**src/rtl/alu_mem_pkg.sv**
```systemverilog
// Shared types and widths for the arbitrated ALU with result memory.
package alu_mem_pkg;

    localparam int unsigned OPND_W    = 2;
    localparam int unsigned RES_W     = 4;
    localparam int unsigned ADDR_W    = 2;
    localparam int unsigned MEM_DEPTH = 1 << ADDR_W;
    localparam int unsigned DZ_CNT_W  = 4;

    typedef enum logic [1:0] {
        OP_ADD = 2'b00,
        OP_SUB = 2'b01,
        OP_MUL = 2'b10,
        OP_DIV = 2'b11
    } op_e;

    typedef enum logic [1:0] {
        ST_IDLE,
        ST_EXEC,
        ST_RESP
    } state_e;

    typedef struct packed {
        logic [OPND_W-1:0] a;
        logic [OPND_W-1:0] b;
        op_e               op;
        logic [ADDR_W-1:0] addr;
        logic              we;
        logic              id;
    } req_t;

endpackage

```
**src/rtl/alu_core.sv**
```systemverilog
// Combinational 2-bit ALU: add/sub/mul/div with carry, borrow and divide-by-zero flag.
module alu_core
    import alu_mem_pkg::*;
#(
    parameter logic [RES_W-1:0] DZ_VAL = 4'h0
) (
    input  logic [OPND_W-1:0] a,
    input  logic [OPND_W-1:0] b,
    input  op_e               op,
    output logic [RES_W-1:0]  y,
    output logic              c,
    output logic              dz
);

    logic [RES_W:0] a_ext;
    logic [RES_W:0] b_ext;
    logic [RES_W:0] wide;

    always_comb begin
        a_ext = (RES_W+1)'(a);
        b_ext = (RES_W+1)'(b);
        wide  = '0;
        dz    = 1'b0;
        case (op)
            OP_ADD: wide = a_ext + b_ext;
            // Wrap-around of the 5-bit difference yields borrow in the top bit
            OP_SUB: wide = a_ext - b_ext;
            OP_MUL: wide = a_ext * b_ext;
            OP_DIV: begin
                if (b == '0) begin
                    wide = {1'b1, DZ_VAL};
                    dz   = 1'b1;
                end else begin
                    wide = a_ext / b_ext;
                end
            end
            default: wide = '0;
        endcase
        y = wide[RES_W-1:0];
        c = wide[RES_W];
    end

endmodule

```
**src/rtl/alu_mem_arbiter.sv**
```systemverilog
// Two-requester round-robin front end to a one-op-at-a-time ALU, with a 4x4
// result memory and a saturating divide-by-zero counter.
module alu_mem_arbiter
    import alu_mem_pkg::*;
#(
    parameter logic [RES_W-1:0] DZ_VAL = 4'h0
) (
    input  logic                clk,
    input  logic                rst,
    input  logic                req0_valid,
    output logic                req0_ready,
    input  logic [OPND_W-1:0]   req0_a,
    input  logic [OPND_W-1:0]   req0_b,
    input  logic [1:0]          req0_op,
    input  logic [ADDR_W-1:0]   req0_addr,
    input  logic                req0_we,
    input  logic                req1_valid,
    output logic                req1_ready,
    input  logic [OPND_W-1:0]   req1_a,
    input  logic [OPND_W-1:0]   req1_b,
    input  logic [1:0]          req1_op,
    input  logic [ADDR_W-1:0]   req1_addr,
    input  logic                req1_we,
    output logic                rsp_valid,
    output logic                rsp_id,
    output logic [RES_W-1:0]    rsp_y,
    output logic                rsp_c,
    input  logic                rsp_ready,
    input  logic [ADDR_W-1:0]   rd_addr,
    output logic [RES_W-1:0]    rd_data,
    output logic [DZ_CNT_W-1:0] dz_count
);

    state_e              state_q;
    logic                last_q;
    req_t                cur_q;
    logic                rsp_valid_q;
    logic                rsp_id_q;
    logic [RES_W-1:0]    rsp_y_q;
    logic                rsp_c_q;
    logic [DZ_CNT_W-1:0] dz_q;
    logic [RES_W-1:0]    mem_q [MEM_DEPTH];

    logic                grant_d;
    logic                accept;
    req_t                sel_req;

    logic [RES_W-1:0]    alu_y;
    logic                alu_c;
    logic                alu_dz;

    // Under contention the requester not granted last time wins
    always_comb begin
        if (req0_valid && req1_valid) begin
            grant_d = ~last_q;
        end else begin
            grant_d = req1_valid;
        end
        accept     = (state_q == ST_IDLE) && !rst && (req0_valid || req1_valid);
        req0_ready = accept && !grant_d;
        req1_ready = accept && grant_d;

        sel_req = '0;
        if (grant_d) begin
            sel_req.a    = req1_a;
            sel_req.b    = req1_b;
            sel_req.op   = op_e'(req1_op);
            sel_req.addr = req1_addr;
            sel_req.we   = req1_we;
            sel_req.id   = 1'b1;
        end else begin
            sel_req.a    = req0_a;
            sel_req.b    = req0_b;
            sel_req.op   = op_e'(req0_op);
            sel_req.addr = req0_addr;
            sel_req.we   = req0_we;
            sel_req.id   = 1'b0;
        end
    end

    alu_core #(
        .DZ_VAL (DZ_VAL)
    ) u_alu_core (
        .a  (cur_q.a),
        .b  (cur_q.b),
        .op (cur_q.op),
        .y  (alu_y),
        .c  (alu_c),
        .dz (alu_dz)
    );

    always_ff @(posedge clk) begin
        if (rst) begin
            state_q     <= ST_IDLE;
            last_q      <= 1'b1;
            cur_q       <= '0;
            rsp_valid_q <= 1'b0;
            rsp_id_q    <= 1'b0;
            rsp_y_q     <= '0;
            rsp_c_q     <= 1'b0;
            dz_q        <= '0;
            for (int unsigned i = 0; i < MEM_DEPTH; i++) begin
                mem_q[i] <= '0;
            end
        end else begin
            case (state_q)
                ST_IDLE: begin
                    if (accept) begin
                        cur_q   <= sel_req;
                        last_q  <= grant_d;
                        state_q <= ST_EXEC;
                    end
                end
                ST_EXEC: begin
                    rsp_y_q     <= alu_y;
                    rsp_c_q     <= alu_c;
                    rsp_id_q    <= cur_q.id;
                    rsp_valid_q <= 1'b1;
                    if (cur_q.we) begin
                        mem_q[cur_q.addr] <= alu_y;
                    end
                    if (alu_dz && (dz_q != '1)) begin
                        dz_q <= dz_q + 1'b1;
                    end
                    state_q <= ST_RESP;
                end
                ST_RESP: begin
                    if (rsp_ready) begin
                        rsp_valid_q <= 1'b0;
                        state_q     <= ST_IDLE;
                    end
                end
                default: state_q <= ST_IDLE;
            endcase
        end
    end

    assign rsp_valid = rsp_valid_q;
    assign rsp_id    = rsp_id_q;
    assign rsp_y     = rsp_y_q;
    assign rsp_c     = rsp_c_q;
    assign rd_data   = mem_q[rd_addr];
    assign dz_count  = dz_q;

endmodule

```
**config.mk**
```make
export PLATFORM = sky130hd
export DESIGN_NAME = alu_mem_arbiter
export DESIGN_NICKNAME = d
export VERILOG_FILES = /design/src/rtl/alu_mem_pkg.sv /design/src/rtl/alu_core.sv /design/src/rtl/alu_mem_arbiter.sv
export SDC_FILE = /design/constraint.sdc
export NUM_CORES = 1
export LEC_CHECK = 0
export ABC_AREA = 1
export ABC_CLOCK_PERIOD_IN_PS = 5700
export CORE_ASPECT_RATIO = 0.7
export CORE_UTILIZATION = 40
export CTS_BUF_LIST = sky130_fd_sc_hd__clkbuf_4
export DETAILED_ROUTE_END_ITERATION = 10
export GPL_ROUTABILITY_DRIVEN = 0
export PLACE_DENSITY = 0.75
export SLEW_MARGIN = 5
export SYNTH_ARGS = -nofsm -noshare
export SYNTH_HDL_FRONTEND = slang
export SYNTH_SLANG_ARGS = --single-unit
```
**constraint.sdc**
```tcl
create_clock -name clk -period 5.7 [get_ports clk]
set_input_delay 1.71 -clock clk [delete_from_list [all_inputs] [get_ports clk]]
set_output_delay 1.71 -clock clk [all_outputs]
set_load 0.02 [all_outputs]
```
==> summary.md, run 1 <==
| Metric | Value |
|---|---|
| Sw frac | `0.2868` |
| RSZ-0062 raised after global routing | `no` |
| Register area | `960.9 sq um` |
| Hold WC Path Type | `register to register` |
| Min Clock Period, post-route | `5.071 ns` |
| Initial antenna violation count | `0` |
| CTS Buffer Depth | `2` |
| Post-cts sizing count | `0` |
| Setup Buffers After CTS | `0` |
| CP Data Arrival Time | `3.36 ns` |
| Largest net degree at the start of global routing | `17` |
| FMAX | `197.2 MHz` |
| Antenna-violating nets left | `0` |
| Share of cells above drive strength 1 | `0.1215` |
| Most used DFF post-synth | `dfxtp_1` |
| Metal-1 WL | `2.368 mm` |
| Sequential area share after synthesis | `0.4262` |
| Crit Path Class | `primary input to output pin` |
| Reg2reg path depth | `21` |
| Worst path most repeated cell | `clkdlybuf4s50_1` |
| Synth Register Bits | `40` |
| Drt via density | `4.850` |
| Ys async rst share | `0` |
| Number of global-route vias before repair | `1770` |
| Top Family by Delay on Critical Path | `buffers and inverters` |
| Worst path bufs/invs | `3` |
| Clock share of power | `0.274` |
| CORE AREA | `0.005340 sq mm` |
| Worst Setup SP | `req1_valid` |
| First-pass GRT wire length | `8.010 mm` |
| Fillers | `519` |
| Total power | `655.9 uW` |
| Power Internal | `467.7 uW` |
| WP data required | `3.99 ns` |
| Wire length on met3 | `237 microns` |
| RR Startpoint | `cur_q[9]$_SDFFE_PP0P_` |
| DR WL/cell | `12.26 microns` |
| Relative slew slack | `0.5645` |
| Total gr overflow | `0` |
| Leak pwr | `1.150 nW` |
| CTS tree | `built` |
| Highest metal used | `met4` |
| Routed wl met2 | `2.168 mm` |
| Multi-input logic area | `0.001109 sq mm` |
| Setup_tns | `0 ns` |
| Root Buffer | `clkbuf_4` |
| Post-synth top cells | `55 x nand2_1, 33 x inv_1, 33 x nor2_1` |
| Cells after synthesis | `276` |
| Flop pwr share | `0.500` |
| Logic pwr share | `0.227` |
| Status | `completed` |
| Post-Route WL | `4.819 mm` |
| Clock Skew | `0.005230 ns` |
| End point of the critical path | `req0_ready` |
| Post-detail-place hpwl | `3.676 mm` |
| Initial core utilization | `0.4222` |
| Worst-path clk slew | `0.12 ns` |
| Synth unique cells | `37` |
| Slew @ Worst Pin | `0.6494 ns` |
| Cell count along the critical path | `5` |
| Via count | `1906` |
| Pins Over Slew Limit | `0` |
| TritonCTS Buffers | `5` |
| H-tree depth | `2` |
| DRT Pass-1 Iters | `4` |
| PD cells | `232.8 mW/mm^2` |
| Max cap viols | `0` |
| Chip width | `91.74 microns` |
| Die area | `0.005946 sq mm` |
| Port bufs | `41` |
| Synthesized area per cell | `8.169 sq um` |
| Hold buffer count at CTS | `0` |
| Utilization of the core after routing | `0.5276` |
| Crit-path cells | `clkdlybuf4s50_1 > o211a_4 > nand2_1 > clkinv_1 > clkdlybuf4s50_1` |
| Number of flops mapped to enable cells by yosys | `16` |
| 1st-iter DRT viols | `94` |
| Max stage delay on crit path | `0.63 ns` |
| Row cnt | `22` |
| Die height | `64.82 microns` |
| Worst R2R Setup Slack | `2.09 ns` |
| Crit path launch type | `primary input` |
| Yosys top cell area share | `0.2131` |
| Dominant cell type by area after synthesis | `dfxtp_1` |
| Syn Std Cell Area | `0.002255 sq mm` |
| Hold_ws | `0.4693 ns` |
| Cell with the most instances after synthesis | `nand2_1` |
| Fin crit share | `0.8896` |
| Worst skew pair latency | `0.34 ns` |
| CTS sink cnt | `40` |
| VDD IR max | `0.0001481 V` |
| Top post-synthesis cells by area | `dfxtp_1 21%, edfxtp_1 21%, nand2_1 9.2%` |
| Number of diodes | `0` |
| Final #Nets | `359` |
| Yosys warnings | `0` |
| Tot GR Track Use | `0.1714` |
| Hold Fails Final Rpt | `0` |
| Maximum net fanout on the critical path | `10` |
| Io pins | `42` |
| Area delta synth->final | `24.97%` |
| RR Endpoint | `mem_q[2][0]$_SDFFCE_PN0P_` |
| Setup violations, final | `0` |
| Sw power | `188.1 uW` |
| Critical path capture point type | `output pin` |
| DRC errors left | `0` |
| Worst path slowest cell | `clkdlybuf4s50_1` |
| Synth Net Count | `315` |
[logic make-up (layout without fill, tap and decap cells)]
family                   count (synthesis)  count (layout)  share of synthesized area
AND/OR/NAND/NOR                        123             123                     0.2581
AO/OA/AOI/OAI                           49              49                     0.1415
buffers and inverters                   48              93                    0.08214
flip-flops                              40              40                     0.4262
adder cells (fa/ha/maj)                 14              14                    0.08435
XOR/XNOR                                 2               2                   0.007771
[area by class of cell]
class,instances,share of cell area
multi-input cells,188,0.3934
flip-flops and latches,40,0.3410
repair buffers,43,0.1510
inverters,42,0.05595
well taps,72,0.03197
clock buffers,5,0.01332
clock inverters,3,0.01332
[worst reg2reg max path, delay by kind of cell (launching register included)]
family	cells	cell delay (ns)
AND/OR/NAND/NOR	10	1.09
AO/OA/AOI/OAI	3	0.50
flip-flops	1	0.52
adder cells (fa/ha/maj)	3	0.85
buffers and inverters	5	0.45
[layout by cell type, fill, tap and decap left out, types with 4 or more instances in the layout]
cell	n
nand2_1	55
clkdlybuf4s50_1	41
inv_1	33
nor2_1	33
dfxtp_1	24
o21ai_0	17
edfxtp_1	16
ha_1	12
nand3_1	9
a31oi_1	9
a21oi_1	8
inv_2	7
nand2_2	6
nor2_2	6
clkbuf_4	5
o22ai_1	4
nor3_1	4
clkinv_1	4
[worst min path at each step]
stage                          start                  end  slack (ns)  cells past startpoint
2_1_floorplan    last_q$_SDFFE_PP1P_  last_q$_SDFFE_PP1P_        0.43                      2
3_3_place_gp   cur_q[0]$_SDFFE_PP0P_  rsp_id$_SDFFE_PP0P_        0.45                      2
3_5_place_dp   cur_q[0]$_SDFFE_PP0P_  rsp_id$_SDFFE_PP0P_        0.45                      2
4_1_cts        cur_q[0]$_SDFFE_PP0P_  rsp_id$_SDFFE_PP0P_        0.47                      2
5_1_grt        cur_q[0]$_SDFFE_PP0P_  rsp_id$_SDFFE_PP0P_        0.51                      2
6_report       cur_q[0]$_SDFFE_PP0P_  rsp_id$_SDFFE_PP0P_        0.47                      2
[metal layers]
metal	global-route usage	up-vias
li1	-	991
met1	0.2270	862
met2	0.2838	46
met3	0.04108	7
met4	0.04297	0
met5	0	-
[power groups by stage]
stage	sequential, mW	combinational [mW]	clock, mW
floorplan	0.334	0.0932	0
global placement	0.334	0.145	0
detailed placement	0.334	0.148	0
CTS	0.328	0.149	0.183
global route	0.331	0.164	0.193
finish	0.328	0.149	0.179
[per-stage QoR]
| step | cells | worst slack [ns] | area [sq um] |
|---|---|---|---|
| after floorplan | 276 | 1.544 | 2255 |
| after global placement | 385 | 0.6406 | 2743 |
| after detailed placement | 385 | 0.6100 | 2743 |
| after CTS | 393 | 0.6051 | 2818 |
| after global routing | 393 | 0.5454 | 2818 |
| final | 393 | 0.6290 | 2818 |
[flip-flops by register name, summed over array words and instances, names as in the netlist]
register and count:
mem_q 16, last_q 1, cur_q 10, dz_count 4
rsp_y 4, state_q 2, rsp_valid 1, rsp_id 1
rsp_c 1
Note: power is estimated with default switching activity, not from simulation.
==> run 2: changes to the inputs <==
--- a/config.mk
+++ b/config.mk
@@ -7,7 +7,6 @@
 export LEC_CHECK = 0
 export ABC_AREA = 1
 export ABC_CLOCK_PERIOD_IN_PS = 5700
-export CORE_ASPECT_RATIO = 0.7
 export CORE_UTILIZATION = 40
 export CTS_BUF_LIST = sky130_fd_sc_hd__clkbuf_4
 export DETAILED_ROUTE_END_ITERATION = 10
==> run 2 against run 1 <==
Effect of this change: sequential share of layout area decreased by 0.33 points; core utilization increased by 1.2 points; power increased by 7.5%; global-route usage decreased by 0.70 points; routed wire length decreased by 6.9%; clock power increased by 30%.
==> summary.md, run 2 (synthesis gave the netlist of run 1 again) <==
| Metric | Value |
|---|---|
| Relative slew slack | `0.5884 (+0.02388)` |
| FMAX | `197.5 MHz (+0.14%)` |
| Critical path capture point type | `output pin` |
| DRT Pass-1 Iters | `4 (unchanged)` |
| Worst path slowest cell | `clkdlybuf4s50_1` |
| Die height | `77.08 microns (+19%)` |
| Worst-path clk slew | `0.12 ns (about the same)` |
| Initial core utilization | `0.4278 (+0.005614)` |
| Crit-path cells | `clkdlybuf4s50_1 > inv_1 > o211a_4 > nand2_1 > clkinv_1 > clkdlybuf4s50_1` |
| Post-placement setup slack | `0.6367 ns (+0.02676 ns)` |
| Clock Skew | `0.01668 ns (+0.01145 ns)` |
| Number of diodes | `0 (unchanged)` |
| Hold Fails Final Rpt | `0 (unchanged)` |
| Root Buffer | `clkbuf_4` |
| Crit path launch type | `primary input` |
| Min Clock Period, post-route | `5.064 ns (-0.007240 ns)` |
| Maximum net fanout on the critical path | `10 (unchanged)` |
| RSZ-0062 raised after global routing | `no` |
| CTS tree | `built` |
| Biggest regs | `mem_q x16, cur_q x10` |
| CTS sink cnt | `40 (unchanged)` |
| Top reg by flops | `mem_q` |
| VDD IR max | `0.0001303 V (-12%)` |
| Setup ws final | `0.6363 ns (+0.007240 ns)` |
| Worst path most repeated cell | `clkdlybuf4s50_1` |
| WP data required | `3.99 ns (about the same)` |
| Post-detail-place hpwl | `3.475 mm (-5.4%)` |
| Setup violations, final | `0 (unchanged)` |
| Share of cells above drive strength 1 | `0.1277 (+0.006231)` |
| Pins Over Slew Limit | `0 (unchanged)` |
| Initial antenna violation count | `0 (unchanged)` |
| Io pins | `42 (unchanged)` |
| Via count | `1894 (-0.63%)` |
| CORE AREA | `0.005270 sq mm (-1.3%)` |
| 1st-iter DRT viols | `112 (+19%)` |
| Post-Route WL | `4.488 mm (-6.9%)` |
| Crit Path Class | `primary input to output pin` |
| Setup Buffers After CTS | `0 (unchanged)` |
| Leak pwr | `1.166 nW (+1.4%)` |
| Hold WC Path Type | `register to register` |
| Worst R2R Setup Slack | `2.25 ns (+0.16 ns)` |
| Max cap viols | `0 (unchanged)` |
| Final #Nets | `359 (unchanged)` |
| Tot GR Track Use | `0.1644 (-0.006989)` |
| Number of global-route vias before repair | `1822 (+2.9%)` |
| Drt via density | `4.844 (-0.12%)` |
| Row cnt | `26 (+18%)` |
| Post-cts sizing count | `0 (unchanged)` |
| Slew @ Worst Pin | `0.6137 ns (-0.03561 ns)` |
| Hold buffer count at CTS | `0 (unchanged)` |
| Antenna-violating nets left | `0 (unchanged)` |
| Port bufs | `41 (unchanged)` |
| Total gr overflow | `0 (unchanged)` |
| Commonest non-fill, non-tap cell in the layout | `nand2_1` |
| Max stage delay on crit path | `0.62 ns (about the same)` |
| First-pass GRT wire length | `7.824 mm (-2.3%)` |
| DRC errors left | `0 (unchanged)` |
| Setup_tns | `0 ns (unchanged)` |
| Area delta synth->final | `26.19%` |
| Worst skew pair latency | `0.35 ns (about the same)` |
| PD cells | `247.9 mW/mm^2 (+6.5%)` |
| Commonest non-fill, non-tap cells in the layout | `55 x nand2_1, 41 x clkdlybuf4s50_1, 33 x inv_1, 33 x nor2_1, 24 x dfxtp_1` |
| Status | `completed` |
| Chip width | `77.08 microns (-16%)` |
| TritonCTS Buffers | `5 (unchanged)` |
| H-tree depth | `2 (unchanged)` |
| Die area | `0.005941 sq mm (about the same)` |
| Max FFs per register | `16 (unchanged)` |
| Largest net degree at the start of global routing | `17 (unchanged)` |
| CP Data Arrival Time | `3.35 ns (about the same)` |
| DR WL/cell | `11.48 microns (-6.4%)` |
| Fin crit share | `0.8884 (-0.001270)` |
| CTS Buffer Depth | `2 (unchanged)` |
run 2: cell count changes in the layout (fill, tap and decap cells not counted):
cell	change
clkbuf_4	+1
bufinv_16	+1
clkinv_1	-2
run 2: path summary, 6_finish.rpt:
check,from,end,depth (start not counted)
worst max-delay path,rst,req0_ready,6
worst min register to register,last_q$_SDFFE_PP1P_,last_q$_SDFFE_PP1P_,2
worst max register to register,cur_q[9]$_SDFFE_PP0P_,mem_q[3][0]$_DFFE_PP_,21
worst min-delay path,last_q$_SDFFE_PP1P_,last_q$_SDFFE_PP1P_,2
run 2: final cells by class:
cell class	instances	area, sq um
fill	518	2425
tap	70	87.58
clock inverter	2	60.06
sequential	40	960.9
clock buffer	6	45.04
inverter	42	157.7
timing repair buffer	43	425.4
multi-input combinational	188	1109
run 2: metal layers:
| layer | vias up | GRT usage | share of wire |
|---|---|---|---|
| li1 | 1000 | - | - |
| met4 | 0 | 0.06792 | 0.016 |
| met3 | 9 | 0.03333 | 0.046 |
| met1 | 830 | 0.1984 | 0.46 |
| met2 | 55 | 0.2839 | 0.47 |
| met5 | - | 0 | 0 |
run 2: where the power goes:
part	leakage [nW]	switching, mW	internal, mW	total [mW]
clock	0.0559	0.0899	0.142	0.232
sequential	0.361	0.0144	0.313	0.327
combinational	0.748	0.0811	0.0653	0.146
run 2: through the flow:
stage | cells | hold slack, ns | cell area (sq um) | utilization | power, mW
6_report | 391 | 0.4870 | 2845 | 0.5399 | 0.7053
3_5_place_dp | 383 | 0.4557 | 2740 | 0.5199 | 0.4805
4_1_cts | 391 | 0.4883 | 2845 | 0.5399 | 0.7110
2_1_floorplan | 276 | 0.4287 | 2255 | - | 0.4275
5_1_grt | 391 | 0.5103 | 2845 | 0.5399 | 0.7417
3_3_place_gp | 383 | 0.4590 | 2740 | 0.5199 | 0.4773
run 2: critical path: cells and delay by family:
family	cells	cell delay [ns]
buf+inv	4	1.42
simple gates	1	0.06
compound gates	1	0.16
